`src/rtl/fetch_unit_if.sv`:
```
// rtl/fetch_unit_if.sv - fetch-to-decode instruction handshake (valid/ready, instr, instr_pc)
interface fetch_unit_if #(
  parameter int ADDR_W = 12
) ();
  logic              instr_valid;
  logic              instr_ready;
  logic [31:0]       instr;
  logic [ADDR_W-1:0] instr_pc;

  modport master (
    output instr_valid,
    output instr,
    output instr_pc,
    input  instr_ready
  );

  modport slave (
    input  instr_valid,
    input  instr,
    input  instr_pc,
    output instr_ready
  );
endinterface

```
`src/rtl/fetch_unit.sv`:
```
// rtl/fetch_unit.sv - instruction fetch stage: PC, 1-cycle imem request, 2-entry queue to decode
// Optional misaligned-redirect fault enabled by defining FETCH_MISALIGN_CHECK_EN.
module fetch_unit #(
  parameter int              ADDR_W   = 12,
  parameter logic [ADDR_W-1:0] RESET_PC = '0
) (
  input  logic              clk,
  input  logic              rst,
  input  logic              en,
  input  logic              hold,
  input  logic              redirect_valid,
  input  logic [ADDR_W-1:0] redirect_pc,
  output logic [ADDR_W-1:0] iaddr,
  input  logic [31:0]       idata,
  fetch_unit_if.master      dec,
  output logic              fault
);

  typedef enum logic [1:0] {
    S_IDLE  = 2'd0,
    S_RUN   = 2'd1,
    S_FAULT = 2'd2
  } state_t;

  state_t            state_q, state_d;
  logic [ADDR_W-1:0] pc_q, pc_d;
  logic [ADDR_W-1:0] inflight_pc_q, inflight_pc_d;
  logic              inflight_q, inflight_d;
  logic              fault_q, fault_d;
  logic [1:0]        count_q, count_d;
  logic              rd_ptr_q, rd_ptr_d;
  logic              wr_ptr_q, wr_ptr_d;
  logic [31:0]       fifo_instr_q [2];
  logic [ADDR_W-1:0] fifo_pc_q    [2];

  logic              misalign;
  logic [ADDR_W-1:0] target_pc;
  logic              take_redirect;
  logic              pop;
  logic              push;
  logic              issue;
  logic [2:0]        occupancy;

`ifdef FETCH_MISALIGN_CHECK_EN
  assign target_pc = redirect_pc;
  assign misalign  = redirect_valid && (state_q != S_FAULT) && (redirect_pc[1:0] != 2'b00);
`else
  assign target_pc = {redirect_pc[ADDR_W-1:2], 2'b00};
  assign misalign  = 1'b0;
`endif

  // Once faulted the stage is frozen, so later redirects are ignored too.
  assign take_redirect = redirect_valid && (state_q != S_FAULT);
  assign pop           = (count_q != 2'd0) && dec.instr_ready;
  assign push          = inflight_q && !take_redirect;
  assign occupancy     = {1'b0, count_q} + {2'b00, inflight_q} - {2'b00, pop};
  assign issue         = (state_q == S_RUN) && en && !hold && !redirect_valid
                         && (occupancy < 3'd2);

  always_comb begin
    state_d       = state_q;
    pc_d          = pc_q;
    inflight_d    = issue;
    inflight_pc_d = inflight_pc_q;
    fault_d       = fault_q | misalign;
    count_d       = count_q;
    rd_ptr_d      = rd_ptr_q;
    wr_ptr_d      = wr_ptr_q;

    unique case (state_q)
      S_IDLE: begin
        if (misalign)  state_d = S_FAULT;
        else if (en)   state_d = S_RUN;
      end
      S_RUN: begin
        if (misalign)  state_d = S_FAULT;
        else if (!en)  state_d = S_IDLE;
      end
      S_FAULT: state_d = S_FAULT;
      default: state_d = S_IDLE;
    endcase

    if (take_redirect && !misalign) begin
      pc_d = target_pc;
    end else if (issue) begin
      pc_d          = pc_q + ADDR_W'(4);
      inflight_pc_d = pc_q;
    end

    if (take_redirect) begin
      count_d  = 2'd0;
      rd_ptr_d = 1'b0;
      wr_ptr_d = 1'b0;
    end else begin
      count_d  = count_q + {1'b0, push} - {1'b0, pop};
      rd_ptr_d = rd_ptr_q ^ pop;
      wr_ptr_d = wr_ptr_q ^ push;
    end
  end

  always_ff @(posedge clk or negedge rst) begin
    if (!rst) begin
      state_q       <= S_IDLE;
      pc_q          <= RESET_PC;
      inflight_q    <= 1'b0;
      inflight_pc_q <= '0;
      fault_q       <= 1'b0;
      count_q       <= 2'd0;
      rd_ptr_q      <= 1'b0;
      wr_ptr_q      <= 1'b0;
      fifo_instr_q  <= '{default: '0};
      fifo_pc_q     <= '{default: '0};
    end else begin
      state_q       <= state_d;
      pc_q          <= pc_d;
      inflight_q    <= inflight_d;
      inflight_pc_q <= inflight_pc_d;
      fault_q       <= fault_d;
      count_q       <= count_d;
      rd_ptr_q      <= rd_ptr_d;
      wr_ptr_q      <= wr_ptr_d;
      if (push) begin
        fifo_instr_q[wr_ptr_q] <= idata;
        fifo_pc_q[wr_ptr_q]    <= inflight_pc_q;
      end
    end
  end

  // The issue credit rule must never let a capture land on a full queue.
  a_no_overflow: assert property (@(posedge clk) disable iff (!rst)
    !(push && !pop && (count_q == 2'd2)));

  assign iaddr           = pc_q;
  assign dec.instr_valid = (count_q != 2'd0);
  assign dec.instr       = fifo_instr_q[rd_ptr_q];
  assign dec.instr_pc    = fifo_pc_q[rd_ptr_q];
  assign fault           = fault_q;

endmodule

```
`src/flat_wrapper.sv`:
```
// flat-port wrapper written by rule: the top's interface ports become plain ports
module fetch_unit_flat 
#(
  parameter int              ADDR_W   = 12,
  parameter logic [ADDR_W-1:0] RESET_PC = '0
)
  (clk, rst, en, hold, redirect_valid, redirect_pc, iaddr, idata, fault, dec_instr_valid, dec_instr, dec_instr_pc, dec_instr_ready);
  fetch_unit_if #(.ADDR_W(ADDR_W)) dec_i ();
  input  logic clk;
  input  logic rst;
  input  logic en;
  input  logic hold;
  input  logic redirect_valid;
  input  logic [ADDR_W-1:0] redirect_pc;
  output logic [ADDR_W-1:0] iaddr;
  input  logic [31:0] idata;
  output logic fault;
  output wire logic [$bits(dec_i.instr_valid)-1:0] dec_instr_valid;
  output wire logic [$bits(dec_i.instr)-1:0] dec_instr;
  output wire logic [$bits(dec_i.instr_pc)-1:0] dec_instr_pc;
  input wire logic [$bits(dec_i.instr_ready)-1:0] dec_instr_ready;
  assign dec_instr_valid = dec_i.instr_valid;
  assign dec_instr = dec_i.instr;
  assign dec_instr_pc = dec_i.instr_pc;
  assign dec_i.instr_ready = dec_instr_ready;
  fetch_unit #(.ADDR_W(ADDR_W), .RESET_PC(RESET_PC)) u_core (.clk(clk), .rst(rst), .en(en), .hold(hold), .redirect_valid(redirect_valid), .redirect_pc(redirect_pc), .iaddr(iaddr), .idata(idata), .dec(dec_i), .fault(fault));
endmodule
```
`config.mk`:
```
export PLATFORM = sky130hd
export DESIGN_NAME = fetch_unit_flat
export DESIGN_NICKNAME = d
export VERILOG_FILES = /design/src/rtl/fetch_unit_if.sv /design/src/rtl/fetch_unit.sv /design/src/flat_wrapper.sv
export SDC_FILE = /design/constraint.sdc
export NUM_CORES = 1
export LEC_CHECK = 0
export CORE_ASPECT_RATIO = 2
export CORE_MARGIN = 2
export CORE_UTILIZATION = 27
export CTS_CLUSTER_SIZE = 25
export DETAILED_ROUTE_END_ITERATION = 10
export SYNTH_ARGS = -nofsm -noshare
export SYNTH_HDL_FRONTEND = slang
export SYNTH_SLANG_ARGS = --single-unit
export TNS_END_PERCENT = 1
```
`constraint.sdc`:
```
create_clock -name clk -period 5.8 [get_ports clk]
set_clock_uncertainty 0.2 [all_clocks]
set_input_delay 1.16 -clock clk [delete_from_list [all_inputs] [get_ports clk]]
set_output_delay 1.16 -clock clk [all_outputs]
set_load 0.02 [all_outputs]
```
# Yosys cells after proc, flatten, opt, wreduce, memory -nomap -nowiden
# Index checks and enable logic that the tools add are counted.
# totals
register_bits	119
# op_classes
add_sub_neg	5
magnitude_cmp	4
n_eq_ne	5
mux	20
bitwise	5
reduce_logical	16
# op_table
op	n
$mux W32	4
$mux W12	6
$bwmux W64	1
$demux W32 S1	1
$bwmux W24	1
$add A12 B3 Y12 const B	1
$demux W12 S1	1
$logic_and A1 B1 Y1	8
$mux W2	3
$ne A2 B2 Y1 const B	3
$pmux W2 S3	1
$ge A2 B2 Y1 const B	2
$not A1 Y2	2
$reduce_and A2 Y1	2
$reduce_bool A2 Y1	2
$add A2 B1 Y3	1
$logic_not A1 Y1	3
$lt A3 B2 Y1 const B	1
$sub A3 B1 Y3	1
$add A2 B1 Y2	1
$eq A2 B1 Y1 const B	1
$eq A2 B2 Y1 const B	1
$logic_not A2 Y1	1
$lt A2 B1 Y1 const B	1
4 further kinds	6

# Depth between registers and ports, before layout
# Gate-level depths: netlist of the first run.
# depth
ltp_word	7
depth_mapped	12

# Worst setup path before layout of the first run
# No wires, ideal clock.
# synth_timing
path_type	input to register
start	input port dec_instr_ready
end	register u_core.inflight_pc_q[11]
setup_ns	0.125
t_arrival_ns	3.261
setup_slack_ns	2.214
path_stages	9
n_path_buf	2
path_cell_list	and2_1 > ha_1 > nand2b_1 > fa_1 > nand4bb_1 > or3_1 > buf_6 > buf_8 > mux2_4
# synth_via
elab_chain_len	5
# synth_rtl
element	line_no	rtl
from (decl)	flat_wrapper.sv:21	input wire logic [$bits(dec_i.instr_ready)-1:0] dec_instr_ready;
$logic_and A1 B1 Y1	fetch_unit.sv:54	assign pop = (count_q != 2'd0) && dec.instr_ready;
$sub A3 B1 Y3	fetch_unit.sv:56	assign occupancy = {1'b0, count_q} + {2'b00, inflight_q} - {2'b00, pop};
$lt A3 B2 Y1	fetch_unit.sv:58	&& (occupancy < 3'd2);
$logic_and A1 B1 Y1	fetch_unit.sv:58	
$reduce_and A2 Y1 (no line)	--	
to (signal assigned)	fetch_unit.sv:117	inflight_pc_q <= inflight_pc_d;
to (decl)	fetch_unit.sv:27	logic [ADDR_W-1:0] inflight_pc_q, inflight_pc_d;
# Every way passes these cells.
# A chain may end at the register's enable or synchronous reset.

# Worst setup path in the final report of the first run
# Same ends and word-level chain as after synthesis.

==> flow_summary.ini, run 1 <==
[status]
outcome = complete, no violations

[clocking]
path_clk_slew_ps = 80
post_cts_resized = 0
numCtsBuffers = 9
insertion_delay_ps = 350
cts_max_level = 3
cts_tree = yes
cts_sinks = 111
hold_buffers = 0
clockBufferDepth = 2
root_buffer = clkbuf_16
post_cts_buffers = 0

[routing]
ant_nets = 0
drt_iter0_drc = 64
drc = 0
wirelength_mm = 11.0
firstDrtPassIters = 4
wl_per_cell_um = 16.2
post_drt_via_cell_ratio = 4.70
vias = 3200

[flow_run]
cap_violations = 0

[yosys]
avgSynthCellArea_sq_um = 13.7
synth_top_cell_area_share_pct = 55.4
synth_area_sq_um = 5010
synth-edff-count = 0
netlist_top_cells_area = dfrtp_1 (55%), mux2_2 (28%), nand2_1 (2.0%)
ys_types = 39
synth_async_sr_flop_share_pct = 100
ys_seq_area_share_pct = 55.4
synth_cells = 365
synth_top_cell_by_area = dfrtp_1
yosysWarnings = 0
ys.flop_type = dfrtp_1
synth_seq_cells = 111

[sta]
drv_slew = 0
min_period_ps = 4060
whs_ps = 284
tightest_slew_ps = 1120
post-route-period-util_pct = 70.0
setup_tns_ps = 0
slew_headroom_pct = 25.5
setup_viol = 0
rsz0062_at_grt = false
finalHoldViolCount = 0
max_freq_mhz = 246

[die]
start_util_pct = 27.5
fp.dieH_um = 197
fp.coreArea_sq_um = 18200
die_w_um = 100
ioPinCount = 108
rows = 70
die_area_sq_um = 19700

[final_layout]
layout_common_cells = mux2_2 (126), dfrtp_1 (110), clkdlybuf4s50_1 (99)
layout_commonest_cell = mux2_2
num_antenna_cells = 0
n_fill_cell = 1823
area_growth_pct = 29.6
nNetsFinal = 517
drive_above_1_share_pct = 34.0

[pwr]
p_leak_nw = 2.93
ir_drop_mv = 0.202
p_per_area_nw_per_um2 = 458

[critical_path]
required_ps = 5840
arrival_ps = 4100
cp-end-kind = flop
worst-path-max-fanout = 15
cp-start-kind = primary input
critical_path_class = primary input to flop

[grt]
grtUsageTotal_pct = 11.7
grt_max_degree = 57
grt.overflow.total = 0
grt_pass1_wl_mm = 17.8
first_global_vias = 3499
antenna_found_initial = 0

[placed_design]
hpwl_mm = 7.94
numPortBuffers = 100
place_congestion = 0.739

[min_path]
hp-class = flop to flop
area by class of cell:
type	count	area [sq um]	area share [%]
inverters	9	36.3	0.558
clock buffers	9	225	3.47
repair buffers	105	1040	15.9
well taps	216	270	4.16
clock inverters	7	86.3	1.33
flip-flops and latches	111	2780	42.8
multi-input cells	224	2060	31.8
flip-flops by register name, indices dropped and copies added, names as in the netlist:
name	cells
u_core.fifo_pc_q	20
u_core.inflight_pc_q	10
u_core.state_q	2
u_core.inflight_q	1
u_core.rd_ptr_q	1
u_core.count_q	2
u_core.fifo_instr_q	64
u_core.wr_ptr_q	1
u_core.iaddr	10
critical path, stage by stage:
cell and delay, ps:
clkdlybuf4s50_1 440, and2_1 180, ha_1 240, nand2b_1 160, fa_1 500, nand4bb_1 130, or3_1 660, buf_4 320
mux2_4 300
metrics by stage:
step | worst slack (ps) | util, % | power [W] | std cells | instance area (sq um)
final | 1740 | 35.7 | 0.00297 | 681 | 6500
after global routing | 1620 | 35.7 | 0.00315 | 681 | 6500
after CTS | 1730 | 35.7 | 0.00303 | 681 | 6500
after detailed placement | 1350 | 34.0 | 0.00237 | 665 | 6190
after global placement | 1390 | 34.0 | 0.00234 | 665 | 6190
after floorplan | 2210 | - | 0.00184 | 369 | 5030
cells in the mapped netlist, drive strengths merged, types with 2 or more instances:
library cell	n
nor4	3
a221o	6
nor2	8
dfrtp	111
o21ai	9
ha	6
xnor2	3
xor2	2
nor2b	2
nand2b	2
nand4	2
inv	9
mux2	127
nand3	3
a21o	2
mux2i	2
clkbuf	16
nor3	3
nand2	27
and3	2
buf	9
final timing paths:
kind | from | to | depth (start not counted) | slack, ps
setup reg to reg | u_core.count_q[1]$_DFF_PN0_ | u_core.inflight_pc_q[11]$_DFFE_PN0P_ | 9 | 2190
hold / removal | u_core.state_q[0]$_DFFE_PN0P_ | u_core.state_q[1]$_DFFE_PN0P_ | 1 | 280
setup / recovery | dec_instr_ready | u_core.inflight_pc_q[11]$_DFFE_PN0P_ | 9 | 1740
max in group asynchronous | rst | u_core.fifo_instr_q[6]$_DFFE_PN0P_ | 2 | 3560
min in group asynchronous | rst | u_core.fifo_instr_q[37]$_DFFE_PN0P_ | 1 | 640
hold reg to reg | u_core.state_q[0]$_DFFE_PN0P_ | u_core.state_q[1]$_DFFE_PN0P_ | 1 | 280
cell families after synthesis:
group,synth area share (%)
muxes,29.0
DFF,55.4
and+or+nand+nor,5.64
buffers and inverters,3.82
AOI/OAI and AO/OA,3.29
adders and majority gates,1.90
xor gates and xnor gates,0.874
other,0.0748
layer usage:
| layer | global-route usage, % | wire, um | up-vias |
|---|---|---|---|
| met4 | 5.23 | 247 | 0 |
| met1 | 11.8 | 3850 | 1644 |
| li1 | - | - | 1467 |
| met3 | 2.55 | 462 | 12 |
| met5 | 0 | 0 | - |
| met2 | 22.4 | 6480 | 77 |
report_power, final:
part | internal, W | switching, W | total (W)
sequential | 0.000986 | 0.000172 | 0.00116
clock | 0.000344 | 0.000298 | 0.000642
combinational | 0.000663 | 0.000511 | 0.00117
total | 0.00199 | 0.000981 | 0.00297
No activity file was read; power rests on OpenSTA's default activity.
==> inputs of run 2 (changes only) <==
Clock period 5.8 ns to 3.3 ns, I/O delays scaled along.
==> run 2 against run 1 <==
  * Clock power grew 65%
  * Cell count grew 1.6%
  * Highest routed layer unchanged
  * Largest cell class unchanged
  * Design area grew 2.5%
  * Count of clock-buffer cells in the layout is the same
  * Largest power group unchanged
  * Wire length shrank 0.72%
==> flow_summary.ini, run 2 (synthesis results as in run 1) <==
[routing]
post_drt_via_cell_ratio = 4.58
wirelength_mm = 11.0
firstDrtPassIters = 4
vias = 3168
ant_nets = 0
wl_per_cell_um = 15.8
drc = 0
drt_iter0_drc = 76

[final_layout]
postLayoutCoreUtil_pct = 36.6
layout_common_cells = mux2_2 (126), dfrtp_1 (110), clkdlybuf4s50_1 (98)
largest_reg_flops = 64
stdcell_area_sq_um = 6660
n_fill_cell = 1801
area_growth_pct = 32.8
drive_above_1_share_pct = 36.8
nNetsFinal = 528
regMostFlops = u_core.fifo_instr_q
num_antenna_cells = 0
final_cells = 692
regArea_sq_um = 2780
multi_input_area_sq_um = 2120
layout_commonest_cell = mux2_2
reg.largest.list = u_core.fifo_instr_q: 64 flops, u_core.fifo_pc_q: 20 flops

[clocking]
cts_tree = yes
post_cts_buffers = 0
cts_sinks = 111
root_buffer = clkbuf_16
clockBufferDepth = 2
numCtsBuffers = 9
cts_max_level = 3
hold_buffers = 0
insertion_delay_ps = 350
path_clk_slew_ps = 80

[critical_path]
rrSetupSlack_ps = 180
critical_path_class = flop to flop
reg2reg_from = u_core.count_q[0]$_DFF_PN0_
rr_worst_depth = 10
crit_family = adder cells
cp-end-kind = flop
path_cells = or2_4 > and2_4 > ha_4 > nand2b_4 > fa_1 > nand4bb_1 > o32ai_2 > buf_4 > a21bo_1 > a221o_1
crit_start = u_core.count_q[0]$_DFF_PN0_
cp_num_cells = 10
arrival_ps = 3160
worst-path-max-fanout = 8
crit_path_end = u_core.iaddr[5]$_DFFE_PN0P_
required_ps = 3340
crit_buf_inv = 1
cp_slowest_cell = fa_1
r2r-end = u_core.iaddr[5]$_DFFE_PN0P_
slowest_delay_ps = 550
cp-start-kind = flop

[sta]
tightest_slew_ps = 727
drv_slew = 0
post-route-period-util_pct = 94.6
setup_viol = 0
rsz0062_at_grt = false
min_period_ps = 3120
finalHoldViolCount = 0
slew_headroom_pct = 51.5
max_freq_mhz = 320

[pwr]
ir_drop_mv = 0.419
finalPower_w = 0.00522
p_int_w = 0.00348
p_leak_nw = 3.02
netSwitchingFraction_pct = 33.3
p_clk_share_pct = 20.2
p_sw_w = 0.00174
p_per_area_nw_per_um2 = 784
pwr-share-seq_pct = 37.5
combPwrFrac_pct = 42.3

[die]
die_area_sq_um = 19700
start_util_pct = 27.5
fp.coreArea_sq_um = 18200
rows = 70
ioPinCount = 108
fp.dieH_um = 197
die_w_um = 100

[flow_run]
cap_violations = 0

[placed_design]
place_area_sq_um = 6320
hpwl_mm = 8.03
dp_cells = 676
numPortBuffers = 100
place_congestion = 0.712

[grt]
grt.overflow.total = 0
grt_max_degree = 57
antenna_found_initial = 0
grtUsageTotal_pct = 11.7
first_global_vias = 3583
grt_pass1_wl_mm = 18.0

[status]
outcome = complete, no violations

[min_path]
hp-class = primary input to async pin
run 2: cell count changes in the layout (fill, tap and decap cells not counted), sizes merged:
cell           previous run  this run
inv                      12        14
clkinvlp                  3         2
buf                       6        17
clkdlybuf4s50            99        98
bufinv                    1         0
dlymetal6s2s              0         1
run 2: per-layer routing:
| layer | track usage [%] | vias to the layer above | routed length [um] |
|---|---|---|---|
| met5 | 0 | - | 0 |
| met4 | 5.48 | 0 | 225 |
| met3 | 2.62 | 12 | 493 |
| met2 | 21.5 | 72 | 6230 |
| met1 | 12.4 | 1594 | 4020 |
| li1 | - | 1490 | - |
run 2: power by group through the flow:
stage	Clock (W)	Sequential, W	Combinational, W
final	0.00106	0.00196	0.00221
after floorplan	0	0.00193	0.00130
after CTS	0.00110	0.00196	0.00224
after global placement	0	0.00195	0.00219
after global routing	0.00115	0.00201	0.00237
after detailed placement	0	0.00198	0.00223
run 2: repair_timing:
item,4_1_cts,5_1_grt
resized for setup,1,8
pin swaps,0,7
setup endpoints to repair,1,9
endpoints found under the hold margin,0,0
run 2: layout make-up:
type                    count  share of cell area [%]
clock inverters             7                   0.921
inverters                   9                   0.545
multi-input cells         224                    31.8
repair buffers            116                    17.6
flip-flops and latches    111                    41.7
well taps                 216                    4.06
clock buffers               9                    3.38
run 2: worst min-delay path by stage:
stage | to | slack, ps
floorplan | u_core.count_q[0]$_DFF_PN0_ | 160
global placement | u_core.state_q[1]$_DFFE_PN0P_ | 250
detailed placement | u_core.state_q[1]$_DFFE_PN0P_ | 260
CTS | u_core.fifo_pc_q[7]$_DFFE_PN0P_ | 170
global route | u_core.fifo_instr_q[37]$_DFFE_PN0P_ | 210
finish | u_core.fifo_instr_q[37]$_DFFE_PN0P_ | 160
run 2: metrics by stage:
step	hold slack (ps)	setup WS, ps	TNS (ps)
3_5_place_dp	261	-373	-4340
3_3_place_gp	248	-216	-2920
4_1_cts	171	17.6	0
6_report	164	179	0
5_1_grt	212	34.1	0
2_1_floorplan	164	52.1	0
